==> src/rtl/sr_pq_gen_if.sv <==
// Producer/consumer handshake bundle for the shift-register priority queue.
// The queue is the slave; whoever drives pushes and pops is the master.
interface sr_pq_gen_if #(
    parameter int KEY_W = 16,
    parameter int VAL_W = 16,
    parameter int CNT_W = 4
);
    logic             in_valid;
    logic             in_ready;
    logic [KEY_W-1:0] in_key;
    logic [VAL_W-1:0] in_val;
    logic             out_valid;
    logic             out_ready;
    logic [KEY_W-1:0] out_key;
    logic [VAL_W-1:0] out_val;
    logic [CNT_W-1:0] count;
    logic             full;
    logic             empty;

    modport slave (
        input  in_valid, in_key, in_val, out_ready,
        output in_ready, out_valid, out_key, out_val, count, full, empty
    );

    modport master (
        output in_valid, in_key, in_val, out_ready,
        input  in_ready, out_valid, out_key, out_val, count, full, empty
    );
endinterface

==> src/rtl/sr_pq_gen.sv <==
// Shift-register priority queue: DEPTH sorted stages, best entry always in
// stage 0. One push, pop or replace (push+pop) per cycle. Equal keys keep
// arrival order because a new entry only goes ahead of entries it strictly
// beats.
module sr_pq_gen #(
    parameter int KEY_W     = 16,
    parameter int VAL_W     = 16,
    parameter int DEPTH     = 8,
    parameter int MAX_FIRST = 0,
    parameter int CNT_W     = $clog2(DEPTH + 1)
) (
    input  logic         clk,
    input  logic         rst_n,
    sr_pq_gen_if.slave   pq
);

    logic [DEPTH-1:0]            r_vld;
    logic [DEPTH-1:0][KEY_W-1:0] r_key;
    logic [DEPTH-1:0][VAL_W-1:0] r_val;
    logic [CNT_W-1:0]            r_cnt;

    logic                        w_push;
    logic                        w_pop;
    logic                        w_full;

    // w_ins[i]: the new entry belongs at or ahead of stage i
    logic [DEPTH-1:0]            w_ins;
    logic [DEPTH-1:0]            w_ins_up;
    logic [DEPTH-1:0]            w_ins_dn;
    logic [DEPTH-1:0]            w_up_vld;
    logic [DEPTH-1:0][KEY_W-1:0] w_up_key;
    logic [DEPTH-1:0][VAL_W-1:0] w_up_val;
    logic [DEPTH-1:0]            w_dn_vld;
    logic [DEPTH-1:0][KEY_W-1:0] w_dn_key;
    logic [DEPTH-1:0][VAL_W-1:0] w_dn_val;

    logic [DEPTH-1:0]            w_nv;
    logic [DEPTH-1:0][KEY_W-1:0] w_nk;
    logic [DEPTH-1:0][VAL_W-1:0] w_nd;

    function automatic logic beats(input logic [KEY_W-1:0] a, input logic [KEY_W-1:0] b);
        return (MAX_FIRST != 0) ? (a > b) : (a < b);
    endfunction

    assign w_full       = (r_cnt == CNT_W'(DEPTH));
    assign w_pop        = pq.out_valid & pq.out_ready;
    assign w_push       = pq.in_valid & pq.in_ready;

    assign pq.in_ready  = ~w_full | w_pop;
    assign pq.out_valid = r_vld[0];
    // Stale bits of an emptied head never leak out
    assign pq.out_key   = r_vld[0] ? r_key[0] : '0;
    assign pq.out_val   = r_vld[0] ? r_val[0] : '0;
    assign pq.count     = r_cnt;
    assign pq.full      = w_full;
    assign pq.empty     = (r_cnt == '0);

    // Per-stage compare plus views of the neighbours above and below
    for (genvar g = 0; g < DEPTH; g++) begin : g_nb
        assign w_ins[g] = ~r_vld[g] | beats(pq.in_key, r_key[g]);
        if (g == 0) begin : g_top
            assign w_ins_up[g] = 1'b0;
            assign w_up_vld[g] = 1'b0;
            assign w_up_key[g] = r_key[g];
            assign w_up_val[g] = r_val[g];
        end else begin : g_mid_up
            assign w_ins_up[g] = w_ins[g-1];
            assign w_up_vld[g] = r_vld[g-1];
            assign w_up_key[g] = r_key[g-1];
            assign w_up_val[g] = r_val[g-1];
        end
        if (g == DEPTH - 1) begin : g_bot
            assign w_ins_dn[g] = 1'b1;
            assign w_dn_vld[g] = 1'b0;
            assign w_dn_key[g] = r_key[g];
            assign w_dn_val[g] = r_val[g];
        end else begin : g_mid_dn
            assign w_ins_dn[g] = w_ins[g+1];
            assign w_dn_vld[g] = r_vld[g+1];
            assign w_dn_key[g] = r_key[g+1];
            assign w_dn_val[g] = r_val[g+1];
        end
    end

    // Next contents of every stage: keep, take the new entry, or shift
    always_comb begin
        w_nv = r_vld;
        w_nk = r_key;
        w_nd = r_val;
        for (int i = 0; i < DEPTH; i++) begin
            if (w_push && !w_pop) begin
                if (w_ins[i] && !w_ins_up[i]) begin
                    w_nv[i] = 1'b1;
                    w_nk[i] = pq.in_key;
                    w_nd[i] = pq.in_val;
                end else if (w_ins[i]) begin
                    w_nv[i] = w_up_vld[i];
                    w_nk[i] = w_up_key[i];
                    w_nd[i] = w_up_val[i];
                end
            end else if (w_push && w_pop) begin
                // Head leaves; the survivors are stages 1.., and stage i's
                // own compare decides whether the new entry sits above it.
                if (w_ins_dn[i] && (i == 0 || !w_ins[i])) begin
                    w_nv[i] = 1'b1;
                    w_nk[i] = pq.in_key;
                    w_nd[i] = pq.in_val;
                end else if (!w_ins_dn[i]) begin
                    w_nv[i] = w_dn_vld[i];
                    w_nk[i] = w_dn_key[i];
                    w_nd[i] = w_dn_val[i];
                end
            end else if (w_pop) begin
                w_nv[i] = w_dn_vld[i];
                w_nk[i] = w_dn_key[i];
                w_nd[i] = w_dn_val[i];
            end
        end
    end

    // Stage registers and occupancy; invalid stages leave key/val untouched
    always_ff @(posedge clk or negedge rst_n) begin
        if (!rst_n) begin
            r_vld <= '0;
            r_key <= '0;
            r_val <= '0;
            r_cnt <= '0;
        end else begin
            r_vld <= w_nv;
            for (int i = 0; i < DEPTH; i++) begin
                if (w_nv[i]) begin
                    r_key[i] <= w_nk[i];
                    r_val[i] <= w_nd[i];
                end
            end
            if (w_push && !w_pop) begin
                r_cnt <= r_cnt + 1'b1;
            end else if (w_pop && !w_push) begin
                r_cnt <= r_cnt - 1'b1;
            end
        end
    end

endmodule

==> src/flat_wrapper.sv <==
// flat-port wrapper written by rule: the top's interface ports become plain ports
module sr_pq_gen_flat 
#(
    parameter int KEY_W     = 16,
    parameter int VAL_W     = 16,
    parameter int DEPTH     = 8,
    parameter int MAX_FIRST = 0,
    parameter int CNT_W     = $clog2(DEPTH + 1)
)
  (clk, rst_n, pq_in_valid, pq_in_key, pq_in_val, pq_out_ready, pq_in_ready, pq_out_valid, pq_out_key, pq_out_val, pq_count, pq_full, pq_empty);
  sr_pq_gen_if #(.KEY_W(KEY_W), .VAL_W(VAL_W), .CNT_W(CNT_W)) pq_i ();
  input  logic clk;
  input  logic rst_n;
  input wire logic [$bits(pq_i.in_valid)-1:0] pq_in_valid;
  input wire logic [$bits(pq_i.in_key)-1:0] pq_in_key;
  input wire logic [$bits(pq_i.in_val)-1:0] pq_in_val;
  input wire logic [$bits(pq_i.out_ready)-1:0] pq_out_ready;
  output wire logic [$bits(pq_i.in_ready)-1:0] pq_in_ready;
  output wire logic [$bits(pq_i.out_valid)-1:0] pq_out_valid;
  output wire logic [$bits(pq_i.out_key)-1:0] pq_out_key;
  output wire logic [$bits(pq_i.out_val)-1:0] pq_out_val;
  output wire logic [$bits(pq_i.count)-1:0] pq_count;
  output wire logic [$bits(pq_i.full)-1:0] pq_full;
  output wire logic [$bits(pq_i.empty)-1:0] pq_empty;
  assign pq_i.in_valid = pq_in_valid;
  assign pq_i.in_key = pq_in_key;
  assign pq_i.in_val = pq_in_val;
  assign pq_i.out_ready = pq_out_ready;
  assign pq_in_ready = pq_i.in_ready;
  assign pq_out_valid = pq_i.out_valid;
  assign pq_out_key = pq_i.out_key;
  assign pq_out_val = pq_i.out_val;
  assign pq_count = pq_i.count;
  assign pq_full = pq_i.full;
  assign pq_empty = pq_i.empty;
  sr_pq_gen #(.KEY_W(KEY_W), .VAL_W(VAL_W), .DEPTH(DEPTH), .MAX_FIRST(MAX_FIRST), .CNT_W(CNT_W)) u_core (.clk(clk), .rst_n(rst_n), .pq(pq_i));
endmodule
==> config.mk <==
export PLATFORM = sky130hd
export DESIGN_NAME = sr_pq_gen_flat
export DESIGN_NICKNAME = d
export VERILOG_FILES = /design/src/rtl/sr_pq_gen_if.sv /design/src/rtl/sr_pq_gen.sv /design/src/flat_wrapper.sv
export SDC_FILE = /design/constraint.sdc
export NUM_CORES = 1
export LEC_CHECK = 0
export CORE_ASPECT_RATIO = 1.75
export CORE_UTILIZATION = 59
export CTS_CLUSTER_SIZE = 10
export DETAILED_ROUTE_END_ITERATION = 8
export DONT_BUFFER_PORTS = 1
export PLACE_DENSITY = 0.77
export SLEW_MARGIN = 20
export SYNTH_ARGS = -nofsm -noshare
export SYNTH_HDL_FRONTEND = slang
export SYNTH_SLANG_ARGS = --single-unit
==> constraint.sdc <==
create_clock -name clk -period 3.99 [get_ports clk]
set_input_delay 0.1995 -clock clk [delete_from_list [all_inputs] [get_ports clk]]
set_output_delay 0.1995 -clock clk [all_outputs]
set_load 0.02 [all_outputs]
==> results of run 1 <==
-- cells by family after synthesis --
| group | after synthesis | synth area share, % |
|---|---|---|
| AO/OA/AOI/OAI | 756 | 27.7 |
| XOR/XNOR | 4 | 0.177 |
| adder cells (fa/ha/maj) | 125 | 7.92 |
| buffers and inverters | 338 | 7.27 |
| flip-flops | 268 | 33.8 |
| multiplexers | 215 | 11.2 |
| AND/OR/NAND/NOR | 516 | 12.0 |
-- critical path, cell delays in order (launching register included) --
cell,delay (ps)
dfrtp_1,580
inv_1,140
ha_1,360
nand4_1,150
nor3_1,330
a31oi_1,320
a311oi_1,510
o21a_1,200
buf_4,240
o311a_1,200
buf_4,340
o221a_2,270
-- how the worst min path moves through the flow --
| stage | startpoint | end | slack, ps | depth (start not counted) |
|---|---|---|---|---|
| 6_report | rst_n | u_core.r_val[9]$_DFFE_PN0P_ | -690 | 0 |
| 5_1_grt | rst_n | u_core.r_val[9]$_DFFE_PN0P_ | -710 | 0 |
| 4_1_cts | rst_n | u_core.r_val[9]$_DFFE_PN0P_ | -700 | 0 |
| 3_5_place_dp | rst_n | u_core.r_val[9]$_DFFE_PN0P_ | -90 | 0 |
| 3_3_place_gp | rst_n | u_core.r_val[9]$_DFFE_PN0P_ | -90 | 0 |
| 2_1_floorplan | rst_n | u_core.pq.count[0]$_DFFE_PN0P_ | -100 | 0 |
-- final cells by class --
cell class	instances	area [um^2]
Antenna cell	1	2.50
Clock buffer	36	815
Clock inverter	2	16.3
Fill cell	2729	11800
Inverter	137	514
Multi-Input combinational cell	1616	11800
Sequential cell	268	6710
Tap cell	405	507
Timing Repair Buffer	95	861
-- report_power, final --
group	internal [W]	switching [W]	total, W
registers	0.00394	0.00144	0.00538
clock network	0.00141	0.00115	0.00256
logic	0.00414	0.00551	0.00964
total	0.00949	0.00809	0.0176
-- through the flow --
stage | power, W | worst slack, ps | area (um^2) | util (%)
2_1_floorplan | 0.0125 | 340 | 19900 | -
3_3_place_gp | 0.0143 | 461 | 20000 | 60.5
3_5_place_dp | 0.0147 | 348 | 20000 | 60.5
4_1_cts | 0.0173 | 321 | 21200 | 64.2
5_1_grt | 0.0186 | 22.3 | 21200 | 64.2
6_report | 0.0176 | 275 | 21200 | 64.2
-- sequential cells by signal (all words and copies together), names as in the netlist --
signal,flops
u_core.r_val,128
u_core.r_key,128
u_core.pq.count,4
u_core.r_vld,8
-- cells in the mapped netlist (28+ instances only) --
library cell	number	area, um^2
o221a_2	32	360
a2bb2oi_1	28	245
ha_1	124	1550
a221oi_1	69	604
nor2_1	175	657
a21oi_1	161	806
clkbuf_1	134	503
dfrtp_1	268	6710
o22ai_1	81	507
inv_1	135	507
o221ai_1	32	280
buf_2	34	170
o21ai_0	104	521
nand2_1	165	619
o21ai_1	38	190
mux2i_1	164	1640
a211oi_2	32	400
o22a_1	65	569
and3_1	35	219
mux2_2	49	552
o2bb2ai_1	32	280
-- metal layers --
metal	track usage [%]	wire length, um	vias up
li1	-	-	8111
met1	43.0	23200	8987
met2	68.1	33700	1069
met3	6.96	4590	467
met4	41.9	8230	4
met5	0	29	-
==> metrics.csv, run 1 <==
stage,metric,value,unit
status,status,"complete, but fails checks",
status,violations,negative hold slack,
layout,layout_commonest_cell,dfrtp_1,
worst_hold_path,min_path_type,in2async,
sta,hold_violations,269,
synth,syn_nets,2383,
clock_tree,clock_sinks,268,
placement,dp.final_hpwl,43000,um
layout,fin_cells,2560,
drt,drt-total-wl,69700,um
sta,fmax,269,MHz
grt,grt-ovfl-total,0,
grt,grt_max_degree,269,
sta,period_needed,3710,ps
die,ios,76,
clock_tree,cts_tree,yes,
placement,io_buffers,0,
die,die_y,245,um
clock_tree,cts_made_buffers,31,
layout,most-common-layout-cells,"dfrtp_1, nor2_1, nand2_1, mux2i_1, a21oi_1",
clock_tree,worstSkewPairLatency,590,ps
sta,whs,-693,ps
drt,wl_per_cell,27.2,um
sta,grt_setup_unrepaired,false,
sta,fin_setup_tns,0,ps
placement,dp.cells,2482,
setup_path,critPathLaunchType,flip-flop,
sta,fin_crit_sh,93.1,%
drt,dr.pass1.iters,7,
setup_path,crit_type,reg2reg,
synth,synth_edf_count,0,
die,core,33000,um^2
die,start_util,60.1,%
die,die_w,141,um
setup_path,rr_endpoint,u_core.r_val[55]$_DFFE_PN0P_,
run,maxCapViolCount,0,
synth,synthCells,2222,
clock_tree,path_clk_slew,60,ps
drt,vias,18600,
sta,final-setup-viol-count,0,
drt,drc,0,
synth,yosys_register_bits,268,
power_and_ir_drop,vdd_ir_drop_max,477,uV
die,dieArea,34400,um^2
clock_tree,h-tree-depth,1,
drt,ant_nets,0,
power_and_ir_drop,power_density,829,nW/um^2
drt,drt_iter0_markers,1897,
grt,antenna_found_initial,2,
setup_path,worst_ep_required_time,4510,ps
synth,syn_avg_cell_area,8.93,um^2
sta,finalClockSkew,14.1,ps
die,row_count,88,
layout,layout.nets,2310,
drt,vias_per_cell,7.28,
setup_path,rrSetupSlack,280,ps
setup_path,crit_path_start,u_core.r_key[79]$_DFFE_PN0P_,
clock_tree,cts_setup_buffers,0,
clock_tree,holdBufCountCts,39,
grt,grt_pass1_wl,108000,um
layout,drive_gt1_share,11.3,%
grt,grt_usage,41.0,%
synth,async_flop_share,100,%
setup_path,end_kind,flip-flop,
synth,synthFlopType,dfrtp_1,
synth,ys_warn_count,0,
setup_path,arrival,4240,ps
sta,finalMaxSlewViolations,0,
layout,syn_to_final_growth,6.89,%
power_and_ir_drop,p_leak,9.15,nW
clock_tree,ctsResizeCount,0,
sta,max_slew_margin,27.7,%
synth,synth_cell_types,83,
setup_path,rr_worst_depth,11,
setup_path,cp_max_fo,32,
synth,synth.yosys.seq_area_share,33.8,%
setup_path,crit_end,u_core.r_val[55]$_DFFE_PN0P_,
sta,worst_pin_slew,1080,ps
setup_path,reg2reg_from,u_core.r_key[79]$_DFFE_PN0P_,
clock_tree,cts_root_buf,clkbuf_16,
clock_tree,clockBufferDepth,3,
synth,syn_area,19800,um^2
placement,finalWeightedCongestion,0.921,
grt,grt_pass1_vias,18900,
Note: power is estimated with default switching activity, not from simulation.
==> inputs of run 2 (changes only) <==
--- a/config.mk
+++ b/config.mk
@@ -5,7 +5,7 @@
 export SDC_FILE = /design/constraint.sdc
 export NUM_CORES = 1
 export LEC_CHECK = 0
-export CORE_ASPECT_RATIO = 1.75
+export CORE_ASPECT_RATIO = 1.1
 export CORE_UTILIZATION = 59
 export CTS_CLUSTER_SIZE = 10
 export DETAILED_ROUTE_END_ITERATION = 8
==> metrics.csv, run 2 (same netlist as run 1, synthesis figures left out) <==
stage,metric,value,unit,change
status,status,"complete, but fails checks",,
status,violations,negative hold slack,,
placement,io_buffers,0,,unchanged
layout,most-common-layout-cells,"dfrtp_1, nor2_1, nand2_1, mux2i_1, a21oi_1",,
drt,wl_per_cell,24.0,um,-12%
grt,grt-ovfl-total,0,,unchanged
setup_path,end_kind,flip-flop,,
sta,whs,-623,ps,+69.5 ps
die,ios,76,,unchanged
layout,largestRegisters,"u_core.r_key x128, u_core.r_val x128, u_core.r_vld x8",,
layout,fill_cells,2708,,-0.77%
power_and_ir_drop,vdd_ir_drop_max,457,uV,-4.3%
run,maxCapViolCount,0,,unchanged
setup_path,reg2reg_from,u_core.pq.count[1]$_DFFE_PN0P_,,
sta,fin_crit_sh,93.6,%,+0.45 points
setup_path,path_buf_inv,5,,+2
clock_tree,worstSkewPairLatency,530,ps,-60 ps
setup_path,crit_family,simple AND/OR/NAND/NOR gates,,
layout,layout.nets,2311,,+0.043%
die,core,33200,um^2,+0.49%
clock_tree,ctsResizeCount,0,,unchanged
sta,final-setup-viol-count,0,,unchanged
clock_tree,path_clk_slew,60,ps,about the same
placement,finalWeightedCongestion,0.907,,-1.6%
setup_path,critPathLaunchType,flip-flop,,
setup_path,worst_ep_required_time,4380,ps,-130 ps
layout,seqCellArea,6710,um^2,unchanged
setup_path,crit_type,reg2reg,,
clock_tree,clock_sinks,268,,unchanged
die,die_y,194,um,-21%
drt,drt_iter0_markers,1917,,+1.1%
sta,fin_setup_tns,0,ps,unchanged
sta,period_needed,3730,ps,+17.9 ps
clock_tree,cts_made_buffers,34,,+9.7%
power_and_ir_drop,p_leak,9.23,nW,+0.81%
clock_tree,clockBufferDepth,3,,unchanged
setup_path,rr_worst_depth,14,,+3
clock_tree,cts_setup_buffers,0,,unchanged
grt,grt_usage,36.0,%,-5.1 points
sta,max_slew_margin,24.2,%,-3.5 points
setup_path,crit_path_start,u_core.pq.count[1]$_DFFE_PN0P_,,
sta,finalMaxSlewViolations,0,,unchanged
grt,busiest_layer,met2,,
clock_tree,h-tree-depth,2,,+1
setup_path,arrival,4120,ps,-120 ps
setup_path,rr_endpoint,u_core.r_key[108]$_DFFE_PN0P_,,
clock_tree,cts_tree,yes,,
grt,grt_pass1_wl,98200,um,-8.8%
setup_path,cpPeakStageDelay,500,ps,-80 ps
grt,use_met1,42.4,%,-0.55 points
grt,antenna_found_initial,1,,-1
setup_path,crit_slowest_cell,dfrtp_1,,
die,dieArea,34400,um^2,about the same
sta,worst_pin_slew,1130,ps,+51.7 ps
drt,dr.pass1.iters,6,,-1
grt,grt_pass1_vias,18200,,-3.7%
drt,vias,18300,,-1.9%
die,row_count,70,,-20%
clock_tree,cts_root_buf,clkbuf_16,,
drt,drc,0,,unchanged
sta,fmax,268,MHz,-0.48%
layout,layout_commonest_cell,dfrtp_1,,
grt,grt_use_met3,4.95,%,-2.0 points
placement,dp.final_hpwl,39400,um,-8.3%
clock_tree,holdBufCountCts,34,,-13%
drt,drt-total-wl,62400,um,-10%
drt,ant_nets,0,,unchanged
layout,drive_gt1_share,11.8,%,+0.50 points
grt,grt_max_degree,269,,unchanged
layout,syn_to_final_growth,7.67,%,
sta,hold_violations,268,,-0.37%
die,start_util,59.8,%,-0.29 points
drt,vias_per_cell,7.04,,-3.3%
worst_hold_path,min_path_type,in2async,,
layout,multi_input_area,11800,um^2,about the same
grt,grtUsageMet2,60.5,%,-7.5 points
die,die_w,177,um,+26%
setup_path,path_cells,"nor4b_2, buf_4, nand2_1, nand2_1, inv_1, ha_2, inv_2, buf_4, nand2_1, o21ba_2, buf_4, o2111ai_2, nor2_1, a211oi_2",,
power_and_ir_drop,power_density,827,nW/um^2,-0.22%
sta,finalClockSkew,29.6,ps,+15.4 ps
sta,grt_setup_unrepaired,false,,
setup_path,rrSetupSlack,260,ps,-20 ps
setup_path,cp_max_fo,30,,-6.3%
-- run 2: cell count changes in the layout (fill, tap and decap cells not counted), sizes merged --
| cell | change |
|---|---|
| inv | +1 |
| clkinvlp | -1 |
| clkbuf | +9 |
| dlygate4sd3 | -5 |
| buf | +3 |
| clkinv | +3 |
-- run 2: how the worst max path moves through the flow --
stage	slack, ps	cells past startpoint	to
final	260	14	u_core.r_key[108]$_DFFE_PN0P_
after global routing	10	14	u_core.r_key[102]$_DFFE_PN0P_
after floorplan	340	15	u_core.pq.count[3]$_DFFE_PN0P_
after detailed placement	290	14	u_core.r_key[101]$_DFFE_PN0P_
after CTS	260	14	u_core.r_key[104]$_DFFE_PN0P_
after global placement	380	14	u_core.r_key[107]$_DFFE_PN0P_
-- run 2: layout make-up --
cell class | instances | share of cell area [%]
Multi-Input combinational cell | 1616 | 55.2
Sequential cell | 268 | 31.4
Clock buffer | 45 | 4.41
Timing Repair Buffer | 93 | 3.90
Tap cell | 432 | 2.53
Inverter | 137 | 2.41
Clock inverter | 5 | 0.205
Antenna cell | 1 | 0.0117
-- run 2: through the flow --
stage	worst slack (ps)	total power [W]	instances	instance area, um^2	utilization (%)
after floorplan	340	0.0125	2222	19900	-
after global placement	376	0.0141	2512	20000	60.4
after detailed placement	290	0.0145	2512	20000	60.4
after CTS	261	0.0175	2596	21400	64.4
after global routing	9.66	0.0188	2596	21400	64.4
final	257	0.0177	2597	21400	64.4
-- run 2: where the power goes --
part | leakage (nW) | switching (W) | total (W) | internal [W]
Combinational | 5.83 | 0.00540 | 0.00957 | 0.00417
Sequential | 2.91 | 0.00131 | 0.00526 | 0.00394
Clock | 0.486 | 0.00120 | 0.00284 | 0.00164
Total | 9.23 | 0.00791 | 0.0177 | 0.00975
-- run 2: worst reg2reg max path, cell delays in order, from the launching register on --
cell	delay (ps)
dfrtp_1	500
nor4b_2	310
buf_4	180
nand2_1	70
nand2_1	100
inv_1	50
ha_2	200
inv_2	100
buf_4	360
nand2_1	330
o21ba_2	360
buf_4	250
o2111ai_2	440
nor2_1	290
a211oi_2	50
-- run 2: routing by layer --
layer	vias to the layer above	routed length (um)
met4	2	4810
met2	898	30100
li1	8117	-
met1	8968	23800
met3	299	3700
met5	-	13
